### config.mk
export PLATFORM = sky130hd
export DESIGN_NAME = fantasticfft_input_loader_flat
export DESIGN_NICKNAME = d
export VERILOG_FILES = /design/src/rtl/fantasticfft_pkg.sv /design/src/rtl/fantasticfft_input_loader_if.sv /design/src/rtl/fantasticfft_bitrev.sv /design/src/rtl/fantasticfft_input_loader.sv /design/src/flat_wrapper.sv
export SDC_FILE = /design/constraint.sdc
export NUM_CORES = 1
export LEC_CHECK = 0
export ABC_AREA = 1
export CAP_MARGIN = 25
export CORE_ASPECT_RATIO = 0.6
export CORE_UTILIZATION = 40
export DETAILED_ROUTE_END_ITERATION = 10
export PLACE_DENSITY = 0.71
export SYNTH_ARGS = -nofsm -noshare
export SYNTH_HDL_FRONTEND = slang
export SYNTH_SLANG_ARGS = --single-unit
### constraint.sdc
create_clock -name clk -period 1.7 [get_ports clk]
set_input_delay 0.255 -clock clk [delete_from_list [all_inputs] [get_ports clk]]
set_output_delay 0.255 -clock clk [all_outputs]
set_load 0.01 [all_outputs]
### src/rtl/fantasticfft_pkg.sv
// Shared types and helpers for the FFT input loader.
// Holds the loader state encoding, default sizes and a bit-reversal helper.
package fantasticfft_pkg;

  localparam int DATA_WIDTH = 8;
  localparam int LOG2_N     = 4;
  localparam int ADDR_WIDTH = 16;

  typedef enum logic [1:0] {
    FILL = 2'd0,
    PAD  = 2'd1,
    HOLD = 2'd2
  } loader_state_t;

  // Reverses the low 'width' bits of v; bits above 'width' come back as 0.
  function automatic logic [31:0] bitrev(input logic [31:0] v, input int width);
    logic [31:0] r;
    r = '0;
    for (int i = 0; i < 32; i++) begin
      if (i < width) r[i] = v[width-1-i];
    end
    return r;
  endfunction

endpackage

### src/rtl/fantasticfft_input_loader_if.sv
// Sample stream, RAM write port and frame handoff signals of the input loader.
// master = upstream/FFT side, slave = loader.
interface fantasticfft_input_loader_if #(
  parameter int DATA_WIDTH = 8,
  parameter int ADDR_WIDTH = 16
);
  logic                  in_valid;
  logic                  in_ready;
  logic [DATA_WIDTH-1:0] in_data;
  logic                  in_last;
  logic [ADDR_WIDTH-1:0] mem_addr;
  logic                  mem_read_write;
  logic [DATA_WIDTH-1:0] mem_wdata;
  logic                  mem_drive;
  logic                  frame_valid;
  logic                  frame_ack;
  logic                  frame_err;

  modport master (
    output in_valid, in_data, in_last, frame_ack,
    input  in_ready, mem_addr, mem_read_write, mem_wdata, mem_drive,
           frame_valid, frame_err
  );

  modport slave (
    input  in_valid, in_data, in_last, frame_ack,
    output in_ready, mem_addr, mem_read_write, mem_wdata, mem_drive,
           frame_valid, frame_err
  );
endinterface

### src/rtl/fantasticfft_bitrev.sv
// Combinational bit reversal of a WIDTH-bit index.
module fantasticfft_bitrev
  import fantasticfft_pkg::*;
#(
  parameter int WIDTH = 4
) (
  input  logic [WIDTH-1:0] din,
  output logic [WIDTH-1:0] dout
);

  logic [31:0] rev_full;

  assign rev_full = bitrev(32'(din), WIDTH);
  assign dout     = rev_full[WIDTH-1:0];

endmodule

### src/rtl/fantasticfft_input_loader.sv
// Writes each N-sample frame into the FFT RAM at bit-reversed addresses,
// zero-pads short frames and hands the frame to the FFT core.
//
//   state | meaning
//   FILL  | accepting samples, one write per accepted sample
//   PAD   | early in_last seen, writing zeros up to idx N-1
//   HOLD  | frame resident in RAM, waiting for frame_ack
module fantasticfft_input_loader
  import fantasticfft_pkg::*;
#(
  parameter int DATA_WIDTH = fantasticfft_pkg::DATA_WIDTH,
  parameter int LOG2_N     = fantasticfft_pkg::LOG2_N,
  parameter int ADDR_WIDTH = fantasticfft_pkg::ADDR_WIDTH
) (
  input logic                    clk,
  input logic                    reset,
  fantasticfft_input_loader_if.slave bus
);

  localparam logic [LOG2_N-1:0] IDX_LAST = '1;

  loader_state_t         state_q, state_d;
  logic [LOG2_N-1:0]     idx_q, idx_d, idx_rev;
  logic                  accept;
  logic                  wr_d, err_d, fv_d;
  logic [DATA_WIDTH-1:0] wdata_d;

  logic [ADDR_WIDTH-1:0] mem_addr_q;
  logic [DATA_WIDTH-1:0] mem_wdata_q;
  logic                  mem_rw_q, frame_valid_q, frame_err_q;

  fantasticfft_bitrev #(.WIDTH(LOG2_N)) u_bitrev (
    .din  (idx_q),
    .dout (idx_rev)
  );

  assign bus.in_ready       = (state_q == FILL) && !reset;
  assign accept             = bus.in_valid && bus.in_ready;
  assign bus.mem_addr       = mem_addr_q;
  assign bus.mem_wdata      = mem_wdata_q;
  assign bus.mem_read_write = mem_rw_q;
  assign bus.mem_drive      = mem_rw_q;
  assign bus.frame_valid    = frame_valid_q;
  assign bus.frame_err      = frame_err_q;

  always_comb begin
    state_d = state_q;
    idx_d   = idx_q;
    wr_d    = 1'b0;
    wdata_d = bus.in_data;
    err_d   = 1'b0;
    // An ack only counts once frame_valid is visible to the core.
    fv_d    = (state_q == HOLD) && !(frame_valid_q && bus.frame_ack);
    unique case (state_q)
      FILL: begin
        if (accept) begin
          wr_d = 1'b1;
          if (idx_q == IDX_LAST) begin
            state_d = HOLD;
            err_d   = !bus.in_last;
          end else begin
            idx_d = idx_q + LOG2_N'(1);
            if (bus.in_last) begin
              err_d   = 1'b1;
              state_d = PAD;
            end
          end
        end
      end
      PAD: begin
        wr_d    = 1'b1;
        wdata_d = '0;
        if (idx_q == IDX_LAST) state_d = HOLD;
        else                   idx_d   = idx_q + LOG2_N'(1);
      end
      HOLD: begin
        if (frame_valid_q && bus.frame_ack) begin
          state_d = FILL;
          idx_d   = '0;
        end
      end
      default: begin
        state_d = FILL;
        idx_d   = '0;
      end
    endcase
  end

  always_ff @(posedge clk) begin
    if (reset) begin
      state_q       <= FILL;
      idx_q         <= '0;
      mem_addr_q    <= '0;
      mem_wdata_q   <= '0;
      mem_rw_q      <= 1'b0;
      frame_valid_q <= 1'b0;
      frame_err_q   <= 1'b0;
    end else begin
      state_q       <= state_d;
      idx_q         <= idx_d;
      mem_rw_q      <= wr_d;
      frame_valid_q <= fv_d;
      frame_err_q   <= err_d;
      if (wr_d) begin
        mem_addr_q  <= ADDR_WIDTH'(idx_rev);
        mem_wdata_q <= wdata_d;
      end
    end
  end

endmodule

### src/flat_wrapper.sv
// flat-port wrapper written by rule: the top's interface ports become plain ports
module fantasticfft_input_loader_flat import fantasticfft_pkg::*;
#(
  parameter int DATA_WIDTH = fantasticfft_pkg::DATA_WIDTH,
  parameter int LOG2_N     = fantasticfft_pkg::LOG2_N,
  parameter int ADDR_WIDTH = fantasticfft_pkg::ADDR_WIDTH
)
  (clk, reset, bus_in_valid, bus_in_data, bus_in_last, bus_frame_ack, bus_in_ready, bus_mem_addr, bus_mem_read_write, bus_mem_wdata, bus_mem_drive, bus_frame_valid, bus_frame_err);
  fantasticfft_input_loader_if #(.DATA_WIDTH(DATA_WIDTH), .ADDR_WIDTH(ADDR_WIDTH)) bus_i ();
  input logic clk;
  input logic reset;
  input wire logic [$bits(bus_i.in_valid)-1:0] bus_in_valid;
  input wire logic [$bits(bus_i.in_data)-1:0] bus_in_data;
  input wire logic [$bits(bus_i.in_last)-1:0] bus_in_last;
  input wire logic [$bits(bus_i.frame_ack)-1:0] bus_frame_ack;
  output wire logic [$bits(bus_i.in_ready)-1:0] bus_in_ready;
  output wire logic [$bits(bus_i.mem_addr)-1:0] bus_mem_addr;
  output wire logic [$bits(bus_i.mem_read_write)-1:0] bus_mem_read_write;
  output wire logic [$bits(bus_i.mem_wdata)-1:0] bus_mem_wdata;
  output wire logic [$bits(bus_i.mem_drive)-1:0] bus_mem_drive;
  output wire logic [$bits(bus_i.frame_valid)-1:0] bus_frame_valid;
  output wire logic [$bits(bus_i.frame_err)-1:0] bus_frame_err;
  assign bus_i.in_valid = bus_in_valid;
  assign bus_i.in_data = bus_in_data;
  assign bus_i.in_last = bus_in_last;
  assign bus_i.frame_ack = bus_frame_ack;
  assign bus_in_ready = bus_i.in_ready;
  assign bus_mem_addr = bus_i.mem_addr;
  assign bus_mem_read_write = bus_i.mem_read_write;
  assign bus_mem_wdata = bus_i.mem_wdata;
  assign bus_mem_drive = bus_i.mem_drive;
  assign bus_frame_valid = bus_i.frame_valid;
  assign bus_frame_err = bus_i.frame_err;
  fantasticfft_input_loader #(.DATA_WIDTH(DATA_WIDTH), .LOG2_N(LOG2_N), .ADDR_WIDTH(ADDR_WIDTH)) u_core (.clk(clk), .reset(reset), .bus(bus_i));
endmodule
### Word level (Yosys, flattened, before mapping)

Cells that the tools add are included.

* register bits after elaboration: 21
* bits of input ports: 13
* output and inout port bits: 29

* add/sub/neg operators: 1
* equal/unequal tests: 7
* muxes and demuxes: 15
* bitwise gates (word level): 2
* reduce and logical (&&, ||, !) cells: 11

Operators by type and width (number)
* $mux W4: 3
* $pmux W4 S3: 1
* $mux W2: 5
* $mux W8: 1
* $pmux W2 S3: 1
* $add A4 B1 Y4 const B: 1
* $eq A4 B4 Y1 const B: 1
* $logic_and A1 B1 Y1: 4
* $ne A2 B1 Y1 const B: 2
* $reduce_and A4 Y1: 1
* $logic_not A1 Y1: 3
* $mux W1: 3
* $ne A3 B3 Y1 const B: 1
* $reduce_or A3 Y1: 1
* $eq A2 B1 Y1 const B: 1
* $eq A2 B2 Y1 const B: 1
* $logic_not A2 Y1: 1
* $ne A2 B2 Y1 const B: 1
* $not A1 Y1: 2
* $pmux W1 S2: 1
* $reduce_and A2 Y1: 1

### Logic depth before layout (Yosys ltp)

* depth in word-level cells: 5
* mapped depth: 9

### Cells and area by module

From an unflattened synthesis, not the netlist that was laid out.

* cell total of the unflattened synthesis: 152
* area, all modules: 1221.2 µm²

By module, submodules not included
* fantasticfft_input_loader: instances 1, cells each 148, area each 1191.1 µm²
* fantasticfft_bitrev: instances 1, cells each 4, area each 30.0 µm²

### Worst setup path before layout

Ideal clock, no wire load.

* path type: flip-flop to flip-flop
* from: reg u_core.idx_q[0]
* to: reg u_core.state_q[0]
* setup time: 113 ps
* arrival: 1266 ps
* slack: 321 ps
* stages on the path, launching flop included: 10
* buffers on the path: 0
* clock period less this slack: 1379 ps
* cells stage by stage: dfxtp_1 ha_1 nand3_1 ha_1 nand2_1 nand2_1 nor2_2 nand2_1 nand2_1 nor2_1

* longest elaborated chain between the ends: 4
* elaborated cells between the ends (all ways): 7
* those cells by class: eq/ne (3); mux (3); reduce/logical (1)

RTL lines
* from (decl): line fantasticfft_input_loader.sv:23 `logic [LOG2_N-1:0] idx_q, idx_d, idx_rev;`
* from (signal assigned): line fantasticfft_input_loader.sv:100 `idx_q <= idx_d;`
* $eq A4 B4 Y1 *: line fantasticfft_input_loader.sv:58, fantasticfft_input_loader.sv:73
* $mux W2: line fantasticfft_input_loader.sv:58 `if (idx_q == IDX_LAST) begin`
* $mux W2: line fantasticfft_input_loader.sv:56 `if (accept) begin`
* $pmux W2 S3: line fantasticfft_input_loader.sv:54 `unique case (state_q)`
* to (signal assigned): line fantasticfft_input_loader.sv:99 `state_q <= state_d;`
* to (decl): line fantasticfft_input_loader.sv:22 `loader_state_t state_q, state_d;`

Mark *: on every way between the ends. The rest lies on a longest branch, timed or not. The select of a mux whose other input is x is not followed.
A chain may end at the register's enable or synchronous reset.

### Worst setup path after layout

* from: reg u_core.state_q[0]
* to: out bus_in_ready

* longest elaborated chain between the ends: 2

RTL lines
* $logic_not A2 Y1: line fantasticfft_input_loader.sv:37 `assign bus.in_ready = (state_q == FILL) && !reset;`
* $logic_and A1 B1 Y1: line fantasticfft_input_loader.sv:37
* to (decl): line flat_wrapper.sv:16 `output wire logic [$bits(bus_i.in_ready)-1:0] bus_in_ready;`

No other way between the ends.

==> run_results.csv <==
group,metric,value,unit
cts,cts_buffer_depth,2,
critical_path,crit_required,1440,ps
job,cap_viol_max_count,0,
critical_path,critPathMaxStageDelay,540,ps
critical_path,crit_family,"buffers and inverters",
die,initial_core_util,45.1,%
critical_path,cp-start-kind,"flip-flop",
cts,clk_pin_slew,80,ps
timing,setup_violations,0,
routing,dr_wl_met2,935,microns
timing,fin_crit_sh,94.6,%
logic_synthesis,syn_area_per_cell,7.39,sq um
logic_synthesis,yosysSeqAreaShare,40.3,%
critical_path,path_cells,"nor2_4 -> inv_1 -> nor2_1 -> clkdlybuf4s50_1",
die,row_count,13,
critical_path,crit_path_end_kind,"primary output",
logic_synthesis,yosys_register_bits,21,
finish,utilization,59.7,%
place,place_hpwl,1.73,mm
routing,drc_errors,0,
finish,diodes,0,
routing,ant_nets,0,
timing,finalHoldViolCount,0,
power,swShare,40.7,%
logic_synthesis,synthCells,141,
finish,final_cell_mix,"nand2_1, clkdlybuf4s50_1, dfxtp_1",
status,status,"finished, final reports clean",
power,p_clk_share,17.1,%
power,p_leak,0.593,nW
logic_synthesis,synth_cell_type_count,23,
timing,fmax,622,MHz
critical_path,arrival,1350,ps
finish,num-fill-cells,204,
place,place_congestion,0.854,
power,p_comb_share,47.4,%
min_path,worstHoldPathType,"primary input to flip-flop",
routing,vias,895,
power,p_total,0.00195,W
logic_synthesis,synth-main-ff-cell,"dfxtp_1",
routing,wl_met1,1.07,mm
timing,post-route-min-period,1610,ps
grt,grt_max_degree,14,
finish,drive_gt1_share,13.1,%
logic_synthesis,ys_async_sr_fraction,0,%
grt,first_global_vias,789,
cts,cts_tree,"done",
routing,met3_length,125,microns
finish,final_common_cell,"nand2_1",
grt,grt_pass1_wl,3.55,mm
routing,top_layer,"met4",
logic_synthesis,synth_edf_count,0,
grt,grt_usage,16.7,%
power,p_int,0.00116,W
cts,htreeDepth,1,
finish,syn_to_final_growth,32.3,%
critical_path,cp_slowest_cell,"clkdlybuf4s50_1",
critical_path,crit_type,"flip-flop to primary output",
die,fp.dieW,67.9,microns
routing,firstDrtPassIters,4,
cts,clock_tree.root_cell,"clkbuf_8",
critical_path,crit_buf_inv,2,
place,portBuffers,29,
die,die_area,0.00282,sq mm
routing,routedWlPerCell,10.4,microns
grt,grt-ovfl-total,0,
power,p_per_area,1420,mW/mm^2
power,p_seq_share,35.5,%
cts,clock_sinks,21,
timing,rsz0062_at_grt,"no",
logic_synthesis,syn_area,0.00104,sq mm
finish,layout.nets,191,
die,io_pins,42,
logic_synthesis,synth_warnings,0,
grt,antenna_found_initial,0,
timing,slew_viol_final,0,
cts,clk_latency,270,ps
power,ir_drop,0.545,mV
power,p_switching,0.000794,W
timing,tns,0,ps
routing,vias_per_cell,4.37,
cts,cts_hold_buf,0,
die,die_y,41.5,microns
critical_path,crit_fanout,3,
routing,drt_wl_total,2.14,mm
die,core,0.00231,sq mm
cts,cts_buffers,3,
routing,drtIter0Drc,35,
timing,finClkSkew,11.3,ps
[worst min-delay path: stages]
cell            delay [ps]
dlymetal6s2s_1         180
buf_4                  190
a21oi_1                 50
[routing by layer]
layer,vias to the layer above,track usage (%)
met5,-,0
met4,0,2.50
met3,2,6.59
met2,32,24.2
met1,384,23.8
li1,477,-
[stage by stage]
| step | hold slack (ps) | instances | worst slack, ps | instance area, sq um |
|---|---|---|---|---|
| after global routing | 444 | 205 | 8.49 | 1380 |
| after global placement | 447 | 200 | 33.4 | 1320 |
| after floorplan | 402 | 152 | 321 | 1080 |
| after CTS | 465 | 205 | 20.5 | 1380 |
| after detailed placement | 454 | 200 | 22.8 | 1320 |
| final | 449 | 205 | 91.3 | 1380 |
[power groups by stage]
stage               clock [W]  sequential [W]  combinational (W)
floorplan                   0        0.000705           0.000666
global placement            0        0.000694           0.000870
detailed placement          0        0.000701           0.000900
CTS                  0.000343        0.000690           0.000929
global route         0.000372        0.000708            0.00105
finish               0.000334        0.000693           0.000926
[repair_timing]
item	in CTS	in global routing
endpoints found under the hold margin	0	0
resized for setup	0	2
buffers inserted	1	0
pin swaps	1	0
endpoints found under the setup margin	1	2
[state kept, by name, indices dropped and copies added (netlist names)]
| signal | count |
|---|---|
| u_core.bus.frame_valid | 1 |
| u_core.state_q | 2 |
| u_core.idx_q | 4 |
| u_core.bus.mem_wdata | 8 |
| u_core.bus.frame_err | 1 |
| u_core.bus.mem_drive | 1 |
| u_core.bus.mem_addr | 4 |
[final cells by class]
class	instances	area, sq um	share of cell area, %
Tap cell	30	37.5	2.72
Clock inverter	1	7.51	0.544
Clock buffer	3	41.3	2.99
Sequential cell	21	422	30.6
Multi-Input combinational cell	100	470	34.1
Timing Repair Buffer	36	345	25.0
Inverter	14	55.1	3.99
[synthesized netlist by cell type, types with 2 or more instances]
cell / count / share of area, %
buf_6: 2 / 2.2
buf_4: 13 / 9.4
nand2_1: 43 / 15
ha_1: 2 / 2.4
inv_1: 10 / 3.6
inv_2: 2 / 0.72
o21ai_0: 2 / 0.96
nor2_2: 3 / 1.8
dfxtp_1: 21 / 40
nand3_1: 4 / 1.9
nor2_1: 11 / 4.0
a21oi_1: 17 / 8.2
[worst paths after layout]
path,cells after the start,to,slack [ps],from
hold reg to reg,2,u_core.bus.mem_wdata[2]$_SDFFE_PP0P_,460,u_core.bus.mem_wdata[2]$_SDFFE_PP0P_
hold / removal,3,u_core.idx_q[0]$_SDFFE_PP0P_,450,reset
setup reg to reg,9,u_core.state_q[0]$_SDFFE_PP0P_,150,u_core.idx_q[1]$_SDFFE_PP0P_
setup / recovery,4,bus_in_ready,90,u_core.state_q[0]$_SDFFE_PP0P_
[logic make-up (layout without fill, tap and decap cells)]
family | after synthesis | count (layout) | synth area share, %
simple gates | 66 | 66 | 28.5
buf+inv | 31 | 54 | 18.5
flops | 21 | 21 | 40.3
compound gates | 20 | 20 | 9.96
fa+ha+maj | 2 | 2 | 2.40
other cells | 1 | 12 | 0.360
Power figures use the tool's default switching activity.
